`src/rtl/reg_read_port.sv`:
```
// reg_read_port: sampled-register FIFO that buffers captured words for a consumer.
// Optional sticky drop flag enabled by defining READ_PORT_OVF_FLAG_EN.
module reg_read_port #(
    parameter int DATA_WIDTH = 16,
    parameter int DEPTH      = 4
) (
    input  logic                    iclk,
    input  logic                    irst_n,
    input  logic                    ireq,
    input  logic [DATA_WIDTH-1:0]   idata,
    input  logic                    iready,
    output logic                    ovalid,
    output logic [DATA_WIDTH-1:0]   odata,
    output logic                    ofull,
    output logic [$clog2(DEPTH):0]  ocount,
    output logic                    ooverflow
);

    localparam int AW = $clog2(DEPTH);
    localparam int CW = AW + 1;

    typedef enum logic [1:0] {
        EMPTY,
        PARTIAL,
        FULL
    } state_e;

    state_e                  state_q, state_d;
    logic [AW-1:0]           wptr_q, wptr_d;
    logic [AW-1:0]           rptr_q, rptr_d;
    logic [CW-1:0]           count_q, count_d;
    logic [DATA_WIDTH-1:0]   mem_q [DEPTH];
    logic                    push;
    logic                    pop;

    // A pop frees a slot in the same edge, so FULL still accepts a paired push.
    assign pop  = (state_q != EMPTY) && iready;
    assign push = ireq && ((state_q != FULL) || pop);

    // Next pointers, count and the occupancy state derived from that count.
    always_comb begin
        wptr_d  = wptr_q;
        rptr_d  = rptr_q;
        count_d = count_q;
        state_d = state_q;
        if (push) begin
            wptr_d = wptr_q + 1'b1;
        end
        if (pop) begin
            rptr_d = rptr_q + 1'b1;
        end
        case ({push, pop})
            2'b10:   count_d = count_q + 1'b1;
            2'b01:   count_d = count_q - 1'b1;
            default: count_d = count_q;
        endcase
        if (count_d == '0) begin
            state_d = EMPTY;
        end else if (count_d == CW'(DEPTH)) begin
            state_d = FULL;
        end else begin
            state_d = PARTIAL;
        end
    end

    // Control registers; reset discards every held entry at once.
    always_ff @(posedge iclk or negedge irst_n) begin
        if (!irst_n) begin
            wptr_q  <= '0;
            rptr_q  <= '0;
            count_q <= '0;
            state_q <= EMPTY;
        end else begin
            wptr_q  <= wptr_d;
            rptr_q  <= rptr_d;
            count_q <= count_d;
            state_q <= state_d;
        end
    end

    // Storage is left unreset; odata masks it while nothing is held.
    always_ff @(posedge iclk) begin
        if (push) begin
            mem_q[wptr_q] <= idata;
        end
    end

    assign ovalid = (count_q != '0);
    assign ofull  = (count_q == CW'(DEPTH));
    assign ocount = count_q;
    assign odata  = ovalid ? mem_q[rptr_q] : '0;

`ifdef READ_PORT_OVF_FLAG_EN
    logic ovf_q;

    // Sticky record that some request found no room.
    always_ff @(posedge iclk or negedge irst_n) begin
        if (!irst_n) begin
            ovf_q <= 1'b0;
        end else if (ireq && !push) begin
            ovf_q <= 1'b1;
        end
    end

    assign ooverflow = ovf_q;
`else
    assign ooverflow = 1'b0;
`endif

endmodule

```
`config.mk`:
```
export PLATFORM = sky130hd
export DESIGN_NAME = reg_read_port
export DESIGN_NICKNAME = d
export VERILOG_FILES = /design/src/rtl/reg_read_port.sv
export SDC_FILE = /design/constraint.sdc
export NUM_CORES = 1
export LEC_CHECK = 0
export ABC_AREA = 1
export BUFFER_PORTS_ARGS = -buffer_cell sky130_fd_sc_hd__buf_2
export CAP_MARGIN = 20
export CELL_PAD_IN_SITES_DETAIL_PLACEMENT = 1
export CELL_PAD_IN_SITES_GLOBAL_PLACEMENT = 2
export CORE_MARGIN = 2
export CORE_UTILIZATION = 34
export CTS_CLUSTER_DIAMETER = 200
export DETAILED_ROUTE_END_ITERATION = 7
export PLACE_DENSITY_LB_ADDON = 0.1
export REMOVE_ABC_BUFFERS = 1
export SETUP_SLACK_MARGIN = 0.15
export SLEW_MARGIN = 20
export SYNTH_ARGS = -nofsm -noshare
export SYNTH_HDL_FRONTEND = slang
export SYNTH_SLANG_ARGS = --single-unit
```
`constraint.sdc`:
```
create_clock -name iclk -period 1.8 [get_ports iclk]
set_input_delay 0.18 -clock iclk [delete_from_list [all_inputs] [get_ports iclk]]
set_output_delay 0.18 -clock iclk [all_outputs]
set_load 0.02 [all_outputs]
```
==> flow_metrics.py <==
metrics = {
    "clocking": {
        "clockRootBuffer": "clkbuf_8",
        "cts_tree": "built",
        "cts-htree-levels": 3,
        "clk_pin_slew_worst_paths_ps": 80,
        "clock_sinks": 73,
        "cts_buffers": 9,
        "clk_path_buf_depth": 2,
        "clock_latency_ps": 350,
    },
    "critical_path": {
        "cp-startpoint": "rptr_q[0]",
        "path_class": "reg2out",
        "cp-end-kind": "primary output",
        "cp.required_ps": 1620,
        "startpoint_type": "flip-flop",
        "crit_fanout": 18,
        "rrSetupSlack_ps": 260,
        "endpoint": "odata[11]",
        "r2r-start": "state_q[0]",
        "reg2reg_depth": 8,
        "r2r_end": "state_q[1]",
        "arrival_ps": 1510,
    },
    "detailed_routing": {
        "via_count": 2047,
        "firstDrtPassIters": 4,
        "wl_mm": 6.885,
        "drc": 0,
        "drt_iter0_drc": 61,
        "avgRoutedWirePerCell_um": 16.05,
        "viasPerCell": 4.772,
        "ant_nets": 0,
    },
    "synthesis": {
        "yosysWarnings": 0,
        "netlist.area_leader.share_pct": 62.67,
        "synth_cell_type_count": 23,
        "ys_seq_area_share_pct": 70.01,
        "yosysTopAreaCell": "edfxtp_1",
        "synth.ff_latch_count": 73,
        "syn_avg_cell_area_um2": 11.79,
        "synth_cells": 260,
        "syn_area_mm2": 0.003067,
        "synthTopCellsByArea": "edfxtp_1, nor2_1, dfrtp_1",
    },
    "placed_design": {
        "dpl.cell_count": 408,
        "place_congestion": 0.6780,
        "hpwlAfterDp_mm": 4.351,
        "port_buffers": 40,
        "post-place-ws_ps": 189.7,
    },
    "global_route": {
        "grt-ovfl-total": 0,
        "antenna_found_initial": 0,
        "grt_pass1_wl_mm": 10.92,
        "grt_pass1_vias": 2104,
        "grt_max_degree": 20,
        "grt_use_total_pct": 14.88,
    },
    "timing": {
        "setup_viol": 0,
        "skew_ps": 4.392,
        "setup_slack_ps": 111.5,
        "min_period_ps": 1689,
        "hold_viol_final": 0,
        "drv_slew": 0,
        "fmax_mhz": 592.2,
        "grt_setup_unrepaired": "yes",
        "post-route-period-util_pct": 93.81,
    },
    "hold_path": {
        "min-delay-path-class": "in2reg",
    },
    "cells_and_area": {
        "diodes": 0,
        "syn2layout_area_growth_pct": 24.40,
        "layout_common_cells": "nor2_1, edfxtp_1, o21ai_1",
        "drive_gt1_share_pct": 29.91,
        "fin_nets": 342,
        "fin_cells": 429,
        "final_common_cell": "nor2_1",
    },
    "power_and_ir_drop": {
        "cellPowerDensity_mw_per_mm2": 1797,
        "power_leakage_uw": 0.001469,
        "vdd_ir_drop_max_v": 0.0006170,
    },
    "status": {
        "status": "finished, final reports clean",
    },
    "floorplan": {
        "die_w_um": 98.97,
        "core_area_mm2": 0.008721,
        "dieArea_mm2": 0.009795,
        "die_h_um": 98.97,
        "io_pins": 42,
        "start_util_pct": 35.16,
        "std_cell_rows": 34,
    },
    "flow_run": {
        "cap_violations": 0,
    },
}
cells by family after synthesis:
| kind of cell | share of synthesized area (%) |
|---|---|
| flip-flops | 70.01 |
| AND/OR/NAND/NOR | 13.95 |
| AO/OA/AOI/OAI | 8.446 |
| other | 0.1223 |
| buffers and inverters | 4.611 |
| adder cells (fa/ha/maj) | 2.285 |
| XOR/XNOR | 0.5713 |
how the worst min path moves through the flow:
| stage | start | endpoint | slack [ps] | depth (start not counted) |
|---|---|---|---|---|
| 6_report | idata[1] | mem_q[1][1] | 40 | 1 |
| 5_1_grt | idata[1] | mem_q[2][1] | 30 | 1 |
| 4_1_cts | idata[8] | mem_q[0][8] | 40 | 1 |
| 3_5_place_dp | irst_n | ocount[0] | 50 | 1 |
| 3_3_place_gp | irst_n | ocount[1] | 50 | 1 |
| 2_1_floorplan | irst_n | asynchronous set/reset pin | -120 | 0 |
where the power goes:
group / internal (µW) / switching (µW)
sequential: 2240 / 188
combinational: 1290 / 1890
clock: 625 / 617
worst max-delay path, stage by stage, from the launching register on:
cell     delay [ps]
dfrtp_2         450
inv_2           120
buf_12          160
o21ai_1          80
a21oi_1         180
buf_4           170
layer usage:
layer / global-route usage [%] / vias to the layer above / wire [µm]
met5: 0 / - / 0
met2: 23.28 / 40 / 3330
met4: 7.271 / 0 / 143
li1: - / 998 / -
met1: 19.65 / 999 / 3169
met3: 3.262 / 10 / 242
cell usage after synthesis (all sizes together):
cell type	count
nand3	10
xor2	2
dfrtp	9
inv	19
ha	4
buf	12
o21ai	33
a21oi	18
nor2	74
conb	1
edfxtp	64
fa	1
nor3	2
nand2	11
flip-flops by register name, indices dropped and copies added (netlist names), named ones only:
signal and cells:
ocount 2, wptr_q 2, mem_q 64, rptr_q 2
state_q 2
through the flow:
step	utilization [%]	hold WS [ps]	total power [µW]	TNS, ps	instance area (µm²)
after floorplan	-	-115.6	4172	0	2997
after global placement	39.81	50.91	5271	0	3472
after detailed placement	39.81	51.64	5314	0	3472
after CTS	42.93	35.93	6793	0	3744
after global routing	43.74	34.97	7349	-12.09	3815
final	43.74	43.33	6855	0	3815
repair_timing:
| action | in CTS | in global routing |
|---|---|---|
| pin swaps | 2 | 7 |
| resized for setup | 23 | 16 |
| buffers inserted | 1 | 4 |
| setup endpoints to repair | 17 | 21 |
| hold buffers | 1 | 0 |
| hold endpoints to repair | 9 | 0 |
| gates cloned | 0 | 0 |
layout make-up:
type | instances | area [µm²]
fill | 945 | 4906
sequential | 73 | 2150
multi-input combinational | 156 | 798.3
timing repair buffer | 58 | 474.2
tap | 108 | 135.1
clock buffer | 9 | 123.9
inverter | 19 | 73.82
clock inverter | 6 | 60.06
Power figures use the tool's default switching activity.
